$ cat config.mk
export PLATFORM = sky130hd
export DESIGN_NAME = circ_fifo
export DESIGN_NICKNAME = d
export VERILOG_FILES = /design/src/rtl/circ_fifo.sv
export SDC_FILE = /design/constraint.sdc
export NUM_CORES = 1
export LEC_CHECK = 0
export ABC_AREA = 1
export CORE_ASPECT_RATIO = 1.2
export CORE_UTILIZATION = 40
export CTS_BUF_LIST = sky130_fd_sc_hd__clkbuf_8
export DETAILED_ROUTE_END_ITERATION = 16
export PLACE_DENSITY = 0.59
export SLEW_MARGIN = 20
export SYNTH_ARGS = -nofsm -noshare
export SYNTH_HDL_FRONTEND = slang
export SYNTH_SLANG_ARGS = --single-unit
$ cat constraint.sdc
create_clock -name clk -period 5.1 [get_ports clk]
set_clock_uncertainty 0.05 [all_clocks]
set_input_delay 1.02 -clock clk [delete_from_list [all_inputs] [get_ports clk]]
set_output_delay 1.02 -clock clk [all_outputs]
set_load 0.005 [all_outputs]
$ cat src/rtl/circ_fifo.sv
// circ_fifo: synchronous circular-buffer FIFO with occupancy flags and
// sticky overflow/underflow error flags.
// Optional feature macro: CIRC_FIFO_FWFT_EN.
//   Undefined (default): registered read. read_data loads on an accepted pop
//                        and read_valid pulses for the following cycle.
//   Defined:             first-word-fall-through. The head entry is shown
//                        combinationally and read_en pops it.
module circ_fifo #(
   parameter int WIDTH     = 32,
   parameter int DEPTH     = 8,
   parameter int AF_THRESH = DEPTH - 1,
   parameter int AE_THRESH = 1
) (
   input  logic                     clk,
   input  logic                     reset,
   input  logic                     flush,
   input  logic                     write_en,
   input  logic [WIDTH-1:0]         write_data,
   input  logic                     read_en,
   output logic [WIDTH-1:0]         read_data,
   output logic                     read_valid,
   output logic                     full,
   output logic                     empty,
   output logic                     almost_full,
   output logic                     almost_empty,
   output logic [$clog2(DEPTH):0]   count,
   output logic                     overflow,
   output logic                     underflow
);

   localparam int AW = $clog2(DEPTH);
   localparam int PW = AW + 1;
   localparam logic [PW-1:0] AF_LIM = PW'(AF_THRESH);
   localparam logic [PW-1:0] AE_LIM = PW'(AE_THRESH);

   // Pointers carry one wrap bit above the index, so full and empty can be told apart.
   logic [PW-1:0]    wr_ptr_q, wr_ptr_d;
   logic [PW-1:0]    rd_ptr_q, rd_ptr_d;
   logic             ovf_q, ovf_d;
   logic             unf_q, unf_d;
   logic [WIDTH-1:0] mem_q [DEPTH];
   logic             wr_acc;
   logic             rd_acc;

   // Status comes only from registered pointers, so there is no path from write_en/read_en.
   assign empty        = (wr_ptr_q == rd_ptr_q);
   assign full         = (wr_ptr_q[AW-1:0] == rd_ptr_q[AW-1:0]) &&
                         (wr_ptr_q[AW] != rd_ptr_q[AW]);
   assign count        = wr_ptr_q - rd_ptr_q;
   assign almost_full  = (count >= AF_LIM);
   assign almost_empty = (count <= AE_LIM);
   assign overflow     = ovf_q;
   assign underflow    = unf_q;

   // Flush overrides both requests. A rejected request only updates the error flags.
   assign wr_acc = write_en && !full && !flush;
   assign rd_acc = read_en && !empty && !flush;

   // Next-state logic for the pointers and the sticky error flags.
   always_comb begin
      // NOTE: each _d gets its hold value first, so a missed branch cannot infer a latch.
      wr_ptr_d = wr_ptr_q;
      rd_ptr_d = rd_ptr_q;
      ovf_d    = ovf_q;
      unf_d    = unf_q;
      if (flush) begin
         wr_ptr_d = '0;
         rd_ptr_d = '0;
         ovf_d    = 1'b0;
         unf_d    = 1'b0;
      end else begin
         if (wr_acc)              wr_ptr_d = wr_ptr_q + PW'(1);
         if (rd_acc)              rd_ptr_d = rd_ptr_q + PW'(1);
         if (write_en && full)    ovf_d    = 1'b1;
         if (read_en && empty)    unf_d    = 1'b1;
      end
   end

   // Pointer and flag registers. Reset has priority over every other input.
   always_ff @(posedge clk) begin
      // NOTE: sequential state uses non-blocking assignments only, so every register samples pre-edge values.
      if (reset) begin
         wr_ptr_q <= '0;
         rd_ptr_q <= '0;
         ovf_q    <= 1'b0;
         unf_q    <= 1'b0;
      end else begin
         wr_ptr_q <= wr_ptr_d;
         rd_ptr_q <= rd_ptr_d;
         ovf_q    <= ovf_d;
         unf_q    <= unf_d;
      end
   end

   // Storage array written at the write index on an accepted push.
   always_ff @(posedge clk) begin
      // NOTE: storage is deliberately not reset. The pointers alone decide which entries are live.
      if (!reset && wr_acc) mem_q[wr_ptr_q[AW-1:0]] <= write_data;
   end

`ifdef CIRC_FIFO_FWFT_EN
   // Head entry falls through. It shows zero while empty, so reset reads back 0.
   assign read_data  = empty ? '0 : mem_q[rd_ptr_q[AW-1:0]];
   assign read_valid = !empty;
`else
   logic [WIDTH-1:0] rdata_q, rdata_d;
   logic             rvalid_q, rvalid_d;

   // Capture the head on an accepted pop. Otherwise hold the last value.
   always_comb begin
      rdata_d  = rdata_q;
      rvalid_d = rd_acc;
      if (rd_acc) rdata_d = mem_q[rd_ptr_q[AW-1:0]];
   end

   // Registered read port. read_valid is a one-cycle pulse after each pop.
   always_ff @(posedge clk) begin
      if (reset) begin
         rdata_q  <= '0;
         rvalid_q <= 1'b0;
      end else begin
         rdata_q  <= rdata_d;
         rvalid_q <= rvalid_d;
      end
   end

   assign read_data  = rdata_q;
   assign read_valid = rvalid_q;
`endif

endmodule

==> results.py, run 1 <==
metrics = {
    "final_layout": {
        "area_growth_pct": 16.1,
        "finalNonFillerCells": 1910,
        "drive_above_1_share": 0.0772,
        "diodes": 0,
        "nets": 1509,
    },
    "flow_run": {
        "cap_viol_max_count": 0,
    },
    "routing": {
        "drtPass1Iterations": 6,
        "vias_per_cell": 4.59,
        "wl_per_cell_um": 15.1,
        "ant_nets": 0,
        "dr.first_iter.drc_count": 554,
        "drt-total-wl_um": 28800,
        "drc": 0,
        "via_count": 8766,
    },
    "logic_synthesis": {
        "syn_inst": 1382,
        "synth_edf_count": 256,
        "syn_area_per_cell_um2": 9.55,
        "synth_nets": 1425,
        "syn_area_mm2": 0.0132,
        "netlist.area_leader.share": 0.582,
        "synthTopCellsByCount": "nand2_1, inv_1, edfxtp_1",
        "ys_top_cells_by_area": "edfxtp_1, nand2_1, inv_1",
        "yosys.area.top_type": "edfxtp_1",
        "synth.most_common_cell": "nand2_1",
        "async_flop_share": 0,
        "synthFlopType": "edfxtp_1",
        "yosys.cell_types.count": 25,
        "synthAdderAreaFrac": 0.00626,
        "ys_warn_count": 0,
        "synth_compound_area_frac": 0.0173,
        "synthXorXnorAreaFrac": 0.00398,
        "ys_seq_area_frac": 0.648,
        "synth-seq-cells": 299,
        "muxShareOfSynthArea": 0,
        "synth_top_family_by_area": "simple AND/OR/NAND/NOR gates",
        "synthSimpleGateAreaFrac": 0.207,
    },
    "clocking": {
        "cts_max_path_buffers": 3,
        "hold_buffers": 0,
        "htreeDepth": 2,
        "clk_pin_slew_ns": 0.06,
        "cts_made_buffers": 46,
        "cts-resized-gates": 0,
        "post_cts.repair.setup_buffers": 0,
        "cts_root_buf": "clkbuf_8",
        "clk_latency_ns": 0.57,
        "cts.sinks": 299,
        "cts_tree": "yes",
    },
    "die": {
        "die_x_um": 168,
        "boundaryPins": 80,
        "start_util": 0.408,
        "dieArea_mm2": 0.0337,
        "fp-row-count": 72,
        "die_y_um": 201,
        "core-area_mm2": 0.0323,
    },
    "sta": {
        "holdWs_ns": 0.414,
        "fmax_ghz": 0.251,
        "fin_ws_ns": 1.11,
        "final.setup.tns_ns": 0,
        "min_period_over_period": 0.783,
        "max_slew_margin": 0.303,
        "rsz0062_at_grt": "no",
        "finalSetupViolCount": 0,
        "drv_slew": 0,
        "tightest_slew_ns": 1.04,
        "period_needed_ns": 3.99,
        "final_hold_viol_count": 0,
    },
    "placed_design": {
        "portBuffers": 79,
        "place_ws_ns": 1.17,
        "dpl.hpwl_um": 16900,
        "placedCellCount": 1825,
        "gp_congestion": 0.813,
    },
    "global_route": {
        "gr-usage-all-layers": 0.175,
        "overflow": 0,
        "grt_pass1_vias": 8504,
        "antenna_found_initial": 0,
        "grt_max_degree": 75,
        "grt_pass1_wl_um": 45500,
    },
    "run_status": {
        "status": "complete, no violations",
    },
    "worst_setup_path": {
        "crit_required_ns": 4.03,
        "crit_type": "reg2out",
        "cp-end-kind": "output port",
        "crit_fanout": 36,
        "cp.arrival_ns": 2.92,
        "cp-start-kind": "flip-flop",
    },
    "power_and_ir_drop": {
        "power.density_mw_per_mm2": 325,
        "vdd_drop_max_mv": 0.140,
        "finalPower_mw": 4.98,
        "p_leak_nw": 6.85,
    },
    "min_path": {
        "hp-class": "reg2reg",
    },
}
logic make-up after synthesis:
| kind of cell | after synthesis |
|---|---|
| buffers and inverters | 396 |
| DFF | 299 |
| AOI/OAI and AO/OA | 45 |
| and+or+nand+nor | 630 |
| xor gates and xnor gates | 6 |
| adders and majority gates | 6 |
metrics by stage:
step	instance area (um^2)	utilization
CTS	15300	0.474
detailed placement	14400	0.445
global placement	14400	0.445
floorplan	13200	-
finish	15300	0.474
global route	15300	0.474
layout make-up:
type / count / area [um^2]
multi-input combinational: 687 / 3150
fill: 2962 / 17000
tap: 407 / 509
clock buffer: 50 / 688
timing repair buffer: 95 / 911
clock inverter: 35 / 244
inverter: 337 / 1270
sequential: 299 / 8550
registers in the layout, summed over array words and instances, names as in the netlist:
name,cells
rd_ptr_q,4
read_data,32
read_valid,1
wr_ptr_q,4
underflow,1
overflow,1
mem_q,256
worst paths after layout:
path,start,to,slack [ns],depth (start not counted)
setup reg to reg,rd_ptr_q[2],mem_q[6][15],1.66,11
hold / removal,overflow,overflow,0.41,1
setup / recovery,rd_ptr_q[2],almost_empty,1.11,9
hold reg to reg,overflow,overflow,0.41,1
placed cells by master (no fill, tap or decap), drive strengths merged, types with 5 or more instances in the layout:
cell	instances
edfxtp	256
buf	16
nand3	168
nand2	441
a21oi	40
clkbuf	50
inv	355
xor2	5
clkinv	13
nor2	18
dfxtp	43
ha	5
clkdlybuf4s50	79
power by group:
part / internal, mW / switching [mW] / leakage [nW] / total, mW
Clock: 1.11 / 0.909 / 0.550 / 2.01
Combinational: 0.106 / 0.171 / 3.64 / 0.278
Sequential: 2.68 / 0.0119 / 2.66 / 2.69
routing by layer:
| layer | wire length (um) | track usage | part of all wire | vias to the layer above |
|---|---|---|---|---|
| li1 | - | - | - | 4448 |
| met1 | 12600 | 0.223 | 0.44 | 4060 |
| met2 | 14000 | 0.299 | 0.49 | 208 |
| met3 | 1440 | 0.0315 | 0.050 | 50 |
| met4 | 670 | 0.0616 | 0.023 | 0 |
| met5 | 0 | 0 | 0 | - |
critical path, cell delays in order, from the launching register on:
cell and delay, ns:
dfxtp_1 0.31, buf_4 0.43, inv_1 0.12, ha_1 0.37, nand2_1 0.06, o21ai_0 0.18, xor2_1 0.22, inv_1 0.08
nor2_1 0.08, clkdlybuf4s50_1 0.50
(Power assumes the default switching activity.)
==> run 2, diff against run 1 <==
- clock period: 5.1 -> 3.97 ns (I/O delays scaled with it)
==> run 2 against run 1 <==
Effect of this change:
- setup slack worse by 0.70 ns
- via count up 0.72%
- sequential power up 29%
- cell count up 0.42%
- critical path type unchanged
- register-to-register slack worse by 0.45 ns
==> results.py, run 2 (synthesis gave the netlist of run 1 again) <==
metrics = {
    "run_status": {
        "status": "complete, no violations",
    },
    "placed_design": {
        "gp_congestion": 0.767,
        "dpl.hpwl_um": 15300,
        "portBuffers": 79,
    },
    "routing": {
        "via_count": 8829,
        "wl_met2_um": 14300,
        "ant_nets": 0,
        "drt-total-wl_um": 29500,
        "drc": 0,
        "wl_per_cell_um": 15.4,
        "drtPass1Iterations": 5,
        "vias_per_cell": 4.60,
        "wl_met1_um": 13100,
        "dr.first_iter.drc_count": 577,
        "route.met3.wl_um": 1550,
        "route.top_layer_used": "met5",
    },
    "die": {
        "fp-row-count": 72,
        "core-area_mm2": 0.0323,
        "die_y_um": 201,
        "boundaryPins": 80,
        "die_x_um": 168,
        "dieArea_mm2": 0.0337,
        "start_util": 0.408,
    },
    "worst_setup_path": {
        "cp-start-kind": "flip-flop",
        "r2r_end": "mem_q[2][15]",
        "startpoint": "wr_ptr_q[0]",
        "cp_num_buf_inv": 2,
        "endpoint": "almost_empty",
        "cp_top_family": "adder cells",
        "cp.arrival_ns": 2.71,
        "cp_slowest_cell": "clkdlybuf4s50_1",
        "max_stage_delay_ns": 0.50,
        "crit_fanout": 5,
        "cp-end-kind": "output port",
        "rr_worst_depth": 10,
        "r2r-start": "wr_ptr_q[0]",
        "ff2ff_setup_slack_ns": 1.21,
        "crit_required_ns": 3.13,
        "cp.depth": 7,
        "path_cells": "inv_1 -> ha_1 -> fa_1 -> xnor2_1 -> or2_2 -> nor2_1 -> clkdlybuf4s50_1",
        "crit_type": "reg2out",
    },
    "global_route": {
        "grt_pass1_vias": 8471,
        "overflow": 0,
        "grt_pass1_wl_um": 46600,
        "antenna_found_initial": 1,
        "grt_max_degree": 90,
        "gr-usage-all-layers": 0.180,
    },
    "sta": {
        "final_hold_viol_count": 0,
        "tightest_slew_ns": 1.03,
        "final.setup.tns_ns": 0,
        "fmax_ghz": 0.281,
        "min_period_over_period": 0.896,
        "rsz0062_at_grt": "no",
        "period_needed_ns": 3.56,
        "holdWs_ns": 0.414,
        "max_slew_margin": 0.314,
        "finalSetupViolCount": 0,
        "drv_slew": 0,
    },
    "final_layout": {
        "area_growth_pct": 16.0,
        "fillCellCount": 2938,
        "largest_register_ffs": 256,
        "drive_above_1_share": 0.0801,
        "final_common_cell": "nand2_1",
        "layout_common_cells": "nand2_1, inv_1, edfxtp_1",
        "nets": 1515,
    },
    "flow_run": {
        "cap_viol_max_count": 0,
    },
    "clocking": {
        "clk_latency_ns": 0.58,
        "post_cts.repair.setup_buffers": 0,
        "cts.sinks": 299,
        "hold_buffers": 0,
        "cts_root_buf": "clkbuf_8",
        "clk_pin_slew_ns": 0.06,
        "cts_made_buffers": 46,
        "cts_tree": "yes",
        "cts_max_path_buffers": 3,
        "htreeDepth": 2,
        "cts-resized-gates": 0,
    },
    "power_and_ir_drop": {
        "vdd_drop_max_mv": 0.164,
        "power.density_mw_per_mm2": 403,
        "p_leak_nw": 6.85,
    },
    "min_path": {
        "hp-class": "reg2reg",
    },
}
## run 2: changes by cell type in the layout (fill, tap and decap cells not counted), sizes merged
cell,previous run,this run
clkbuf,50,51
clkinv,13,14
diode,0,1
inv,355,358
buf,16,22
bufinv,4,0
## run 2: routing by layer
layer	up-vias	track usage
met5	-	0
met4	2	0.0514
met3	44	0.0343
met2	219	0.308
met1	4105	0.232
li1	4459	-
## run 2: power breakdown
part / leakage, nW / switching, mW / internal [mW]
Sequential: 2.66 / 0.0143 / 3.44
Clock: 0.517 / 1.18 / 1.19
Combinational: 3.68 / 0.215 / 0.138
## run 2: area by class of cell
type,instances,area (um^2),share of cell area
clock inverters,35,149,0.00972
repair buffers,101,981,0.0641
multi-input cells,687,3150,0.206
diodes,1,2.50,0.000163
inverters,337,1270,0.0827
well taps,407,509,0.0333
clock buffers,51,702,0.0458
flip-flops and latches,299,8550,0.558
## run 2: how the worst min path moves through the flow
stage               startpoint  slack [ns]        end  depth (start not counted)
detailed placement   underflow        0.41  underflow                          2
floorplan            underflow        0.40  underflow                          2
finish               underflow        0.41  underflow                          2
global placement      overflow        0.42   overflow                          1
CTS                  underflow        0.42  underflow                          2
global route         underflow        0.45  underflow                          2
## run 2: through the flow
step	area (um^2)	utilization	instances	power (mW)	setup WS [ns]
2_1_floorplan	13200	-	1382	3.70	0.399
3_3_place_gp	14500	0.447	1831	3.87	0.568
3_5_place_dp	14500	0.447	1831	3.88	0.510
4_1_cts	15300	0.473	1917	6.24	0.376
5_1_grt	15300	0.473	1917	6.41	0.281
6_report	15300	0.474	1918	6.17	0.412
## run 2: worst min-delay path: stages (launching register included)
cell,delay (ns)
dfxtp_1,0.31
inv_1,0.05
a21oi_1,0.06
